### config.mk
export PLATFORM = sky130hd
export DESIGN_NAME = tpu_cache_refill_dma
export DESIGN_NICKNAME = d
export VERILOG_FILES = /design/src/rtl/tpu_cache_refill_dma.sv
export SDC_FILE = /design/constraint.sdc
export NUM_CORES = 1
export LEC_CHECK = 0
export CORE_MARGIN = 2
export CORE_UTILIZATION = 47
export DETAILED_ROUTE_END_ITERATION = 16
export GPL_ROUTABILITY_DRIVEN = 0
export MAX_ROUTING_LAYER = met4
export PLACE_DENSITY = 0.83
export SLEW_MARGIN = 20
export SYNTH_ARGS = -nofsm -noshare
export SYNTH_HDL_FRONTEND = slang
export SYNTH_SLANG_ARGS = --single-unit
export TNS_END_PERCENT = 30
### constraint.sdc
create_clock -name clk -period 2.75 [get_ports clk]
set_input_delay 0.275 -clock clk [delete_from_list [all_inputs] [get_ports clk]]
set_output_delay 0.275 -clock clk [all_outputs]
set_load 0.05 [all_outputs]
### src/rtl/tpu_cache_refill_dma.sv
// Cache line refill engine: turns one miss into LINE_WORDS DMA reads and forwards each word.
// Optional ack watchdog compiled in with macro TPU_REFILL_TIMEOUT_EN.
module tpu_cache_refill_dma #(
  parameter int DATA_WIDTH     = 32,
  parameter int ADDR_WIDTH     = 16,
  parameter int LINE_WORDS     = 4,
  parameter int TIMEOUT_CYCLES = 64
) (
  input  logic                  clk,
  input  logic                  rst_n,
  input  logic                  miss_valid,
  input  logic [ADDR_WIDTH-1:0] miss_addr,
  output logic                  miss_ready,
  input  logic                  abort,
  output logic                  dma_req,
  output logic [ADDR_WIDTH-1:0] dma_addr,
  input  logic                  dma_ack,
  input  logic [DATA_WIDTH-1:0] dma_data,
  output logic                  refill_valid,
  output logic [ADDR_WIDTH-1:0] refill_addr,
  output logic [DATA_WIDTH-1:0] refill_data,
  output logic                  refill_last,
  output logic                  refill_err,
  output logic                  busy,
  output logic [15:0]           refill_count
);

  localparam int OFF_W = $clog2(LINE_WORDS);

`ifdef TPU_REFILL_TIMEOUT_EN
  typedef enum logic [1:0] {S_IDLE, S_REQ, S_DONE, S_ERR} state_t;
  localparam int WAIT_W = $clog2(TIMEOUT_CYCLES + 1);
  logic [WAIT_W-1:0] wait_cnt;
`else
  typedef enum logic [1:0] {S_IDLE, S_REQ, S_DONE} state_t;
  assign refill_err = 1'b0;
`endif

  state_t state;
  logic   last_word;

  // The line base is aligned, so the low address bits double as the word counter.
  assign last_word  = &dma_addr[OFF_W-1:0];
  assign miss_ready = (state == S_IDLE);
  assign busy       = (state != S_IDLE);

  always_ff @(posedge clk or negedge rst_n) begin
    if (!rst_n) begin
      state        <= S_IDLE;
      dma_req      <= 1'b0;
      dma_addr     <= '0;
      refill_valid <= 1'b0;
      refill_addr  <= '0;
      refill_data  <= '0;
      refill_last  <= 1'b0;
      refill_count <= '0;
`ifdef TPU_REFILL_TIMEOUT_EN
      wait_cnt     <= '0;
      refill_err   <= 1'b0;
`endif
    end else begin
      refill_valid <= 1'b0;
      refill_last  <= 1'b0;
`ifdef TPU_REFILL_TIMEOUT_EN
      refill_err   <= 1'b0;
`endif
      case (state)
        S_IDLE: begin
          if (miss_valid) begin
            state    <= S_REQ;
            dma_req  <= 1'b1;
            dma_addr <= {miss_addr[ADDR_WIDTH-1:OFF_W], {OFF_W{1'b0}}};
`ifdef TPU_REFILL_TIMEOUT_EN
            wait_cnt <= '0;
`endif
          end
        end
        S_REQ: begin
          // Abort wins over a coincident ack, so that word is dropped.
          if (abort) begin
            state   <= S_IDLE;
            dma_req <= 1'b0;
          end else if (dma_ack) begin
            refill_valid <= 1'b1;
            refill_data  <= dma_data;
            refill_addr  <= dma_addr;
`ifdef TPU_REFILL_TIMEOUT_EN
            wait_cnt     <= '0;
`endif
            if (last_word) begin
              state       <= S_DONE;
              dma_req     <= 1'b0;
              refill_last <= 1'b1;
              if (refill_count != 16'hFFFF) refill_count <= refill_count + 16'd1;
            end else begin
              dma_addr <= dma_addr + ADDR_WIDTH'(1);
            end
          end
`ifdef TPU_REFILL_TIMEOUT_EN
          else if (wait_cnt == WAIT_W'(TIMEOUT_CYCLES - 1)) begin
            state      <= S_ERR;
            dma_req    <= 1'b0;
            refill_err <= 1'b1;
          end else begin
            wait_cnt <= wait_cnt + WAIT_W'(1);
          end
`endif
        end
        default: state <= S_IDLE;
      endcase
    end
  end

endmodule
==> out/qor.yml, run 1 <==
outcome:
  outcome: "complete, but fails checks"
  violations: "hold timing"
power_and_ir_drop:
  power_frac_seq_pct: 33.3
  power.density_mw_per_mm2: 1130
  combinationalPowerShare_pct: 51.5
  p_sw_mw: 2.75
  leakage_nw: 2.18
  internal-power_mw: 3.25
  ir_worst_vdd_mv: 0.767
  p_sw_share_pct: 45.8
  pwr-share-clk_pct: 15.1
synth:
  synth_flop_cell: "dfrtp_1"
  async_flop_share_pct: 100
  synth.cell_area_mm2: 0.00363
  syn_inst: 286
  syn_area_per_cell_um2: 12.7
  synth_seq_cells: 85
  synth_top_area_share_pct: 58.6
  yosysWarnings: 0
  synth_nets: 342
  synth_largest_area_cell: "dfrtp_1"
  ys_types: 45
  synth_enable_flop_cells: 0
  seq_area_frac_synth_pct: 58.6
  synth_top_cells_by_area: "dfrtp_1 (59%), mux2_2 (16%), a21oi_1 (2.6%), xnor2_1 (2.4%), nand3_1 (1.8%)"
cts:
  cts_hold_buf: 0
  cts_resized: 0
  cts.htree.levels: 3
  cts_sinks: 85
  clockRootBuffer: "clkbuf_8"
  post_cts.repair.setup_buffers: 0
  path_clk_slew_ns: 0.08
  clock_latency_ns: 0.34
  cts_tree: "built"
  clock_path_buffers: 2
  cts_buffers: 9
sta:
  worst_pin_slew_ns: 0.817
  fin_skew_ns: 0.0136
  final.period_utilization_pct: 75.8
  slew_headroom_pct: 45.3
  tns_ns: 0
  final_hold_viol_count: 34
  slew_viol_final: 0
  rsz0062_at_grt: "no"
  setup_ws_ns: 0.664
  holdWs_ns: -0.0316
  setup_violations: 0
  fmaxAchievable_mhz: 479
  finalCriticalPeriod_ns: 2.09
floorplan:
  ios: 139
  fp.dieW_um: 91.9
  die_area_mm2: 0.00844
  dieHeight_um: 91.9
  rows: 32
  core_mm2: 0.00761
  initial_utilization_pct: 47.7
grt:
  track_usage_pct: 20.6
  grt_pass1_wl_mm: 13.5
  antenna_found_initial: 0
  grt_pass1_vias: 2823
  globalRouteOverflowTotal: 0
  grt_max_degree: 86
final_layout:
  layout.nets: 480
  area_growth_pct: 45.8
  antennaDiodeCount: 0
  drive_gt1_share_pct: 19.3
  fill_cells: 604
setup_path:
  crit_fanout: 11
  path_cells: "clkdlybuf4s50_1"
  critPathMaxStageDelay_ns: 0.89
  cp_slowest_cell: "clkdlybuf4s50_1"
  required_ns: 2.48
  cp_top_family: "buffers and inverters"
  worstPathArrival_ns: 1.81
  endpoint_kind: "output port"
  crit_type: "reg2out"
  crit_path_start_kind: "flop"
  path_buf_inv: 1
placed_design:
  place_hpwl_mm: 5.93
  io_buffers: 135
  pre_cts_ws_ns: 0.574
drt:
  drtIter0Drc: 102
  ant_nets: 0
  drc: 0
  num_vias: 2817
  drt-total-wl_mm: 8.27
  routedWlPerCell_um: 15.6
  avgViaCountPerCell: 5.31
  drtPass1Iterations: 4
run:
  maxCapViolCount: 0
worst_hold_path:
  hold_class: "in2async"
## routing by layer
metal  vias up  part of all wire, %  global-route usage [%]
li1       1298                    -                       -
met5         -                    0                       -
met3        10                  5.8                    3.12
met1      1392                   46                    27.3
met2       117                   47                    32.9
met4         0                  1.1                    6.84
## final cells by class
class                           count  area, µm²  share of cell area (%)
Clock buffer                       11        151                    2.86
Clock inverter                      5       57.6                    1.09
Inverter                            3       11.3                   0.213
Multi-Input combinational cell    186       1430                    27.1
Sequential cell                    85       2130                    40.2
Tap cell                          102        128                    2.41
Timing Repair Buffer              139       1380                    26.1
## path summary, 6_finish.rpt
kind / startpoint / endpoint / slack (ns) / cells after the start
max: dma_addr[0]$_DFFE_PN0P_ / dma_addr[0] / 0.66 / 1
min: rst_n / refill_data[0]$_DFFE_PN0P_ / -0.03 / 1
max reg2reg: dma_addr[0]$_DFFE_PN0P_ / dma_addr[9]$_DFFE_PN0P_ / 0.73 / 6
min reg2reg: refill_data[6]$_DFFE_PN0P_ / refill_data[6]$_DFFE_PN0P_ / 0.51 / 1
max in group asynchronous: rst_n / refill_last$_DFF_PN0_ / 2.26 / 1
min in group clk: refill_data[6]$_DFFE_PN0P_ / refill_data[6]$_DFFE_PN0P_ / 0.51 / 1
## layout by cell type (no fill, tap or decap), types with 7 or more instances in the layout
cell type / count
dfrtp_1: 85
nand2_1: 16
a21oi_1: 19
clkdlybuf4s50_1: 134
clkbuf_8: 11
mux2_2: 53
nand3_1: 13
o21ai_0: 7
xnor2_1: 10
nand4_1: 7
nor2_1: 11
## kinds of logic after synthesis
| family | synth area share [%] |
|---|---|
| AO/OA/AOI/OAI | 6.86 |
| XOR/XNOR | 2.90 |
| adder cells (fa/ha/maj) | 1.03 |
| buffers and inverters | 1.97 |
| flip-flops | 58.6 |
| multiplexers | 17.3 |
| other | 0.103 |
| AND/OR/NAND/NOR | 11.2 |
## power by group through the flow
| stage | registers [mW] | clock network, mW | logic [mW] |
|---|---|---|---|
| 6_report | 2.00 | 0.909 | 3.09 |
| 5_1_grt | 2.07 | 0.987 | 3.22 |
| 4_1_cts | 2.00 | 0.939 | 3.11 |
| 3_5_place_dp | 2.03 | 0 | 3.11 |
| 3_3_place_gp | 2.00 | 0 | 3.06 |
| 2_1_floorplan | 3.41 | 0 | 0.586 |
## flip-flops by register name, indices dropped and copies added, names as in the netlist
| name | cells |
|---|---|
| refill_count | 16 |
| dma_addr | 16 |
| state | 2 |
| refill_last | 1 |
| refill_valid | 1 |
| dma_req | 1 |
| refill_addr | 16 |
| refill_data | 32 |
## synthesized netlist by cell type, types with 2 or more instances
cell type  instances
mux2i_1            2
o21ai_0            7
and3_1             4
nor3_1             2
nand2_1           16
o22a_1             2
xor2_1             2
nor4_2             2
a21oi_1           19
clkbuf_1           3
nor2_1            11
nand2b_1           2
buf_4              2
ha_1               3
nand3_1           13
mux2_2            53
o31ai_1            2
and2_1             4
nand4_1            7
xnor2_1           10
nor2b_1            2
buf_2              6
dfrtp_1           85
inv_1              3
o22ai_1            4
## per-stage QoR
| stage | utilization, % | total power, mW | instance area, µm² | cells |
|---|---|---|---|---|
| after global routing | 69.5 | 6.27 | 5290 | 531 |
| after floorplan | - | 4.00 | 3630 | 286 |
| after global placement | 66.7 | 5.06 | 5080 | 515 |
| after detailed placement | 66.7 | 5.14 | 5080 | 515 |
| final | 69.5 | 6.00 | 5290 | 531 |
| after CTS | 69.5 | 6.06 | 5290 | 531 |
(Power assumes the default switching activity.)
==> run 2: changes to the inputs <==
--- a/config.mk
+++ b/config.mk
@@ -6,11 +6,11 @@
 export NUM_CORES = 1
 export LEC_CHECK = 0
 export CORE_MARGIN = 2
-export CORE_UTILIZATION = 47
+export CORE_UTILIZATION = 40
 export DETAILED_ROUTE_END_ITERATION = 16
 export GPL_ROUTABILITY_DRIVEN = 0
 export MAX_ROUTING_LAYER = met4
-export PLACE_DENSITY = 0.83
+export PLACE_DENSITY = 0.75
 export SLEW_MARGIN = 20
 export SYNTH_ARGS = -nofsm -noshare
 export SYNTH_HDL_FRONTEND = slang
==> constraint.sdc (replaced) <==
create_clock -name clk -period 1.79 [get_ports clk]
set_input_delay 0.179 -clock clk [delete_from_list [all_inputs] [get_ports clk]]
set_output_delay 0.179 -clock clk [all_outputs]
set_load 0.05 [all_outputs]
==> run 2 against run 1 <==
Net effect:
- the run now ends clean
- cell area up 5.6%
- sequential cell count unchanged
- via count up 1.4%
- sequential power up 47%
- sequential share of layout area down 2.0 points
- utilization down 5.8 points
- clock-buffer cell count up 1
- global-route usage down 2.1 points
- worst hold slack better by 0.33 ns
- power up 58%
==> out/qor.yml, run 2 (synthesis gave the netlist of run 1 again) <==
outcome:
  outcome: "finished, final reports clean"
sta:
  worst_pin_slew_ns: 0.538  # -0.280 ns
  slew_headroom_pct: 64.0  # +19 points
  finalCriticalPeriod_ns: 1.76
  final_hold_viol_count: 0  # -100%
  fmaxAchievable_mhz: 569
  fin_skew_ns: 0.0121  # -0.00143 ns
  setup_violations: 0  # unchanged
  tns_ns: 0  # unchanged
  rsz0062_at_grt: "no"
  slew_viol_final: 0  # unchanged
  final.period_utilization_pct: 98.1
final_layout:
  area_growth_pct: 53.9
  final_core_util_pct: 63.7  # -5.8 points
  layout.nets: 509  # +6.0%
  largest_reg_flops: 32  # unchanged
  drive_gt1_share_pct: 28.2  # +8.8 points
  final_cell_mix: "clkdlybuf4s50_1 (101), dfrtp_1 (83), mux2_2 (53), buf_4 (42), a21oi_1 (19)"
  multi_input_area_mm2: 0.00146  # +2.3%
  seq_area_mm2: 0.00213  # +0.24%
  fill_cells: 710  # +18%
  top_register: "refill_data"
  antennaDiodeCount: 0  # unchanged
  final_common_cell: "clkdlybuf4s50_1"
setup_path:
  worstPathArrival_ns: 1.58  # -0.23 ns
  crit_path_start_kind: "flop"
  cp_slowest_cell: "clkdlybuf4s50_1"
  endpoint_kind: "output port"
  path_buf_inv: 1  # unchanged
  critPathMaxStageDelay_ns: 0.83  # -0.06 ns
  r2r_slack_ns: 0.14  # -0.59 ns
  required_ns: 1.61  # -0.87 ns
  crit_fanout: 4  # -7
  cp_top_family: "buffers and inverters"
  path_cells: "clkdlybuf4s50_1"
  crit_type: "reg2out"
power_and_ir_drop:
  p_total_mw: 9.46  # +58%
  leakage_nw: 2.53  # +16%
  ir_worst_vdd_mv: 1.03  # +34%
  power.density_mw_per_mm2: 1690  # +49%
run:
  maxCapViolCount: 0  # unchanged
grt:
  track_usage_pct: 18.4  # -2.1 points
  grt_max_degree: 36  # -58%
  grtUsageMet2_pct: 28.1  # -4.8 points
  grt_pass1_wl_mm: 14.4  # +6.1%
  antenna_found_initial: 0  # unchanged
  globalRouteOverflowTotal: 0  # unchanged
  grt_pass1_vias: 2965  # +5.0%
  top_usage_layer: "met2"
  use_met3_pct: 4.57  # +1.4 points
  grtUsageMet1_pct: 24.6  # -2.7 points
floorplan:
  ios: 139  # unchanged
  rows: 34  # +6.3%
  fp.dieW_um: 99.2  # +8.0%
  die_area_mm2: 0.00985  # +17%
  core_mm2: 0.00876  # +15%
  initial_utilization_pct: 41.4  # -6.3 points
  dieHeight_um: 99.2  # +8.0%
placed_design:
  place_hpwl_mm: 6.33  # +6.7%
  io_buffers: 135  # unchanged
worst_hold_path:
  hold_class: "in2async"
cts:
  clock_path_buffers: 2  # unchanged
  cts_buffers: 9  # unchanged
  clock_latency_ns: 0.34  # about the same
  path_clk_slew_ns: 0.09  # about the same
  cts_sinks: 85  # unchanged
  cts_tree: "built"
  cts.htree.levels: 3  # unchanged
  clockRootBuffer: "clkbuf_8"
drt:
  drtPass1Iterations: 4  # unchanged
  drt-total-wl_mm: 8.46  # +2.4%
  avgViaCountPerCell: 5.05  # -4.9%
  drtIter0Drc: 144  # +41%
  ant_nets: 0  # unchanged
  num_vias: 2857  # +1.4%
  routedWlPerCell_um: 15.0  # -3.9%
  drc: 0  # unchanged
==> run 2: changes by cell type in the layout (fill, tap and decap cells not counted), sizes merged, moves of 10 or more <==
cell	before	now
dlygate4sd2	0	10
clkdlybuf4s50	134	101
dlymetal6s2s	0	11
buf	5	45
==> run 2: worst reg2reg max path, delay by kind of cell (launching register included) <==
kind,cells,cell delay (ns)
xor gates and xnor gates,1,0.14
and+or+nand+nor,4,1.04
DFF,1,0.38
==> run 2: power breakdown <==
group	switching [mW]	internal (mW)	total (mW)	leakage, nW
Clock	0.679	0.765	1.44	0.109
Combinational	3.21	1.86	5.07	1.39
Sequential	0.389	2.56	2.95	1.03
Total	4.28	5.18	9.46	2.53
==> run 2: worst paths after layout <==
kind / startpoint / cells past startpoint / to
worst max-delay path: dma_addr[7]$_DFFE_PN0P_ / 1 / dma_addr[7]
worst min-delay path: rst_n / 2 / refill_addr[10]$_DFFE_PN0P_
worst max register to register: state[1]$_DFFE_PN0P_ / 5 / refill_count[10]$_DFFE_PN0P_
worst min register to register: refill_data[0]$_DFFE_PN0P_ / 1 / refill_data[0]$_DFFE_PN0P_
max in group asynchronous: rst_n / 3 / refill_data[2]$_DFFE_PN0P_
min in group clk: dma_data[15] / 2 / refill_data[15]$_DFFE_PN0P_
==> run 2: area by class of cell <==
cell class,count,share of cell area (%)
Clock inverter,4,0.986
Inverter,3,0.202
Timing Repair Buffer,168,29.0
Multi-Input combinational cell,186,26.2
Clock buffer,12,2.96
Sequential cell,85,38.2
Tap cell,108,2.42
==> run 2: repair_timing <==
item                                   4_1_cts  5_1_grt
hold buffers                                 1        0
cloned                                       0        0
setup endpoints to repair                   10       22
pin swaps                                    0        2
buffers inserted                             0        2
resized for setup                           10       16
endpoints found under the hold margin       27        0
==> run 2: layer usage <==
metal  vias up  wire, µm
li1       1358         -
met1      1377      3770
met2       110      3920
met3        12       637
met4         0       131
met5         -         0
==> run 2: per-stage QoR <==
| stage | cell area (µm²) | setup WS, ns | hold WS [ns] | std cells |
|---|---|---|---|---|
| after global placement | 5300 | -0.142 | 0.128 | 547 |
| after floorplan | 3640 | -0.207 | -0.117 | 286 |
| final | 5580 | 0.0339 | 0.295 | 566 |
| after CTS | 5510 | 0.00200 | 0.300 | 564 |
| after global routing | 5580 | 0.00262 | 0.334 | 566 |
| after detailed placement | 5300 | -0.149 | 0.135 | 547 |
==> run 3: changes to the inputs <==
--- a/config.mk
+++ b/config.mk
@@ -11,6 +11,7 @@
 export GPL_ROUTABILITY_DRIVEN = 0
 export MAX_ROUTING_LAYER = met4
 export PLACE_DENSITY = 0.75
+export SKIP_LAST_GASP = 1
 export SLEW_MARGIN = 20
 export SYNTH_ARGS = -nofsm -noshare
 export SYNTH_HDL_FRONTEND = slang
==> run 3 against run 2 <==
Net effect:
- highest routed layer unchanged
- non-clock buffer count up 1
- sequential power hardly changed
- global-route usage did not move
- sequential cell count unchanged
- the run now ends with setup timing left
==> out/qor.yml, run 3 (synthesis gave the netlist of run 1 again) <==
outcome:
  outcome: "complete, but fails checks"
  violations: "setup timing"
cts:
  clock_latency_ns: 0.34  # about the same
  clockRootBuffer: "clkbuf_8"
  clock_path_buffers: 2  # unchanged
  cts_sinks: 85  # unchanged
  path_clk_slew_ns: 0.09  # about the same
  cts_buffers: 9  # unchanged
  cts.htree.levels: 3  # unchanged
  cts_tree: "built"
power_and_ir_drop:
  p_sw_mw: 4.30  # +0.62%
  leakage_nw: 2.39  # -5.6%
  power.density_mw_per_mm2: 1700  # +0.38%
  ir_worst_vdd_mv: 1.02  # -1.4%
  p_sw_share_pct: 45.1  # -0.086 points
  pwr-share-clk_pct: 15.2  # about the same
  combinationalPowerShare_pct: 53.9  # +0.3 points
  p_total_mw: 9.54  # +0.81%
  internal-power_mw: 5.23  # +0.97%
  power_frac_seq_pct: 30.9  # -0.3 points
drt:
  drtIter0Drc: 160  # +11%
  routedWlPerCell_um: 15.0  # +0.64%
  ant_nets: 0  # unchanged
  drtPass1Iterations: 4  # unchanged
  drc: 0  # unchanged
  drt-total-wl_mm: 8.53  # +0.82%
  num_vias: 2894  # +1.3%
  avgViaCountPerCell: 5.10  # +1.1%
sta:
  fmaxAchievable_mhz: 556  # -2.4%
  worst_pin_slew_ns: 0.542  # +0.00472 ns
  rsz0062_at_grt: "yes"
  final_hold_viol_count: 0  # unchanged
  setup_violations: 1  # +1
  holdWs_ns: 0.290  # -0.00429 ns
  final.period_utilization_pct: 100  # +2.4 points
  tns_ns: -0.00882  # -0.00882 ns
  setup_ws_ns: -0.00882  # -0.0427 ns
  fin_skew_ns: 0.0131  # +0.00102 ns
  slew_headroom_pct: 63.7  # -0.32 points
  slew_viol_final: 0  # unchanged
  finalCriticalPeriod_ns: 1.80  # +0.0427 ns
final_layout:
  largest_reg_flops: 32  # unchanged
  layout.nets: 510  # +0.20%
  final_common_cell: "clkdlybuf4s50_1"
  stdcell_area_mm2: 0.00561  # +0.43%
  fin_cells: 567  # +0.18%
  top_register: "refill_data"
  area_growth_pct: 54.6
  antennaDiodeCount: 0  # unchanged
  final_cell_mix: "clkdlybuf4s50_1 (118), dfrtp_1 (83), mux2_2 (53), buf_4 (41)"
  final_core_util_pct: 64.0  # +0.27 points
  drive_gt1_share_pct: 29.0  # +0.81 points
setup_path:
  path_buf_inv: 1  # unchanged
  path_depth: 1  # unchanged
  cp_top_family: "buffers and inverters"
  r2r_cells: 7  # +2
  required_ns: 1.61  # about the same
  crit_fanout: 5  # +1
  cp_slowest_cell: "clkdlybuf4s50_1"
  path_cells: "clkdlybuf4s50_1"
  r2r_start: "dma_addr[0]$_DFFE_PN0P_"
  r2r_slack_ns: 0.09  # -0.05 ns
  critPathMaxStageDelay_ns: 0.84  # about the same
  worstPathArrival_ns: 1.62  # +0.04 ns
  r2r_end: "dma_addr[4]$_DFFE_PN0P_"
  endpoint_kind: "output port"
  crit_type: "reg2out"
  crit_path_start_kind: "flop"
placed_design:
  dp_cells: 547  # unchanged
  place_hpwl_mm: 6.33  # unchanged
  placed_cell_area_mm2: 0.00530  # unchanged
  pre_cts_ws_ns: -0.149  # unchanged
  io_buffers: 135  # unchanged
floorplan:
  die_area_mm2: 0.00985  # unchanged
  rows: 34  # unchanged
  core_mm2: 0.00876  # unchanged
  dieHeight_um: 99.2  # unchanged
  fp.dieW_um: 99.2  # unchanged
  initial_utilization_pct: 41.4  # unchanged
  ios: 139  # unchanged
grt:
  grt_pass1_vias: 2965  # unchanged
  globalRouteOverflowTotal: 0  # unchanged
  antenna_found_initial: 0  # unchanged
  track_usage_pct: 18.4  # unchanged
  grt_max_degree: 36  # unchanged
  grt_pass1_wl_mm: 14.4  # unchanged
worst_hold_path:
  hold_class: "in2async"
run:
  maxCapViolCount: 0  # unchanged
[run 3: cell count changes in the layout (fill, tap and decap cells not counted)]
cell / before / now
a21oi_1: 19 / 16
a21oi_2: 1 / 4
buf_4: 42 / 41
buf_6: 0 / 1
clkbuf_16: 0 / 1
clkdlybuf4s50_1: 101 / 118
dlygate4sd2_1: 10 / 3
dlymetal6s2s_1: 11 / 1
[run 3: layer usage]
metal	track usage, %	wire, µm
met1	24.6	3750
met2	28.1	3980
met3	4.57	660
met4	5.69	143
met5	-	0
[run 3: worst max path at each step]
| stage | from | slack [ns] | end |
|---|---|---|---|
| floorplan | refill_count[0]$_DFFE_PN0P_ | -0.21 | refill_count[1]$_DFFE_PN0P_ |
| global placement | abort | -0.14 | refill_count[12]$_DFFE_PN0P_ |
| detailed placement | abort | -0.15 | refill_count[10]$_DFFE_PN0P_ |
| CTS | refill_count[4]$_DFFE_PN0P_ | -0.03 | refill_count[4] |
| global route | refill_count[9]$_DFFE_PN0P_ | -0.07 | refill_count[9] |
| finish | dma_addr[8]$_DFFE_PN0P_ | -0.009 | dma_addr[8] |
[run 3: what timing repair did]
item	4_1_cts	5_1_grt
setup endpoints to repair	10	29
gates cloned	0	1
buffers inserted	0	2
pin swaps	0	4
hold buffers	1	0
hold endpoints to repair	27	0
gates resized for setup	3	10
[run 3: area by class of cell]
type / instances / area (µm²)
inverter: 3 / 11.3
clock buffer: 12 / 165
fill: 703 / 3160
timing repair buffer: 169 / 1630
clock inverter: 4 / 55.1
multi-input combinational: 186 / 1480
tap: 108 / 135
sequential: 85 / 2130
[run 3: power groups by stage]
stage,clock [mW],combinational [mW],sequential [mW]
after global routing,1.59,5.38,3.05
after global placement,0,5.03,2.95
final,1.45,5.14,2.95
after floorplan,0,0.904,5.25
after detailed placement,0,5.10,2.99
after CTS,1.49,5.09,2.95
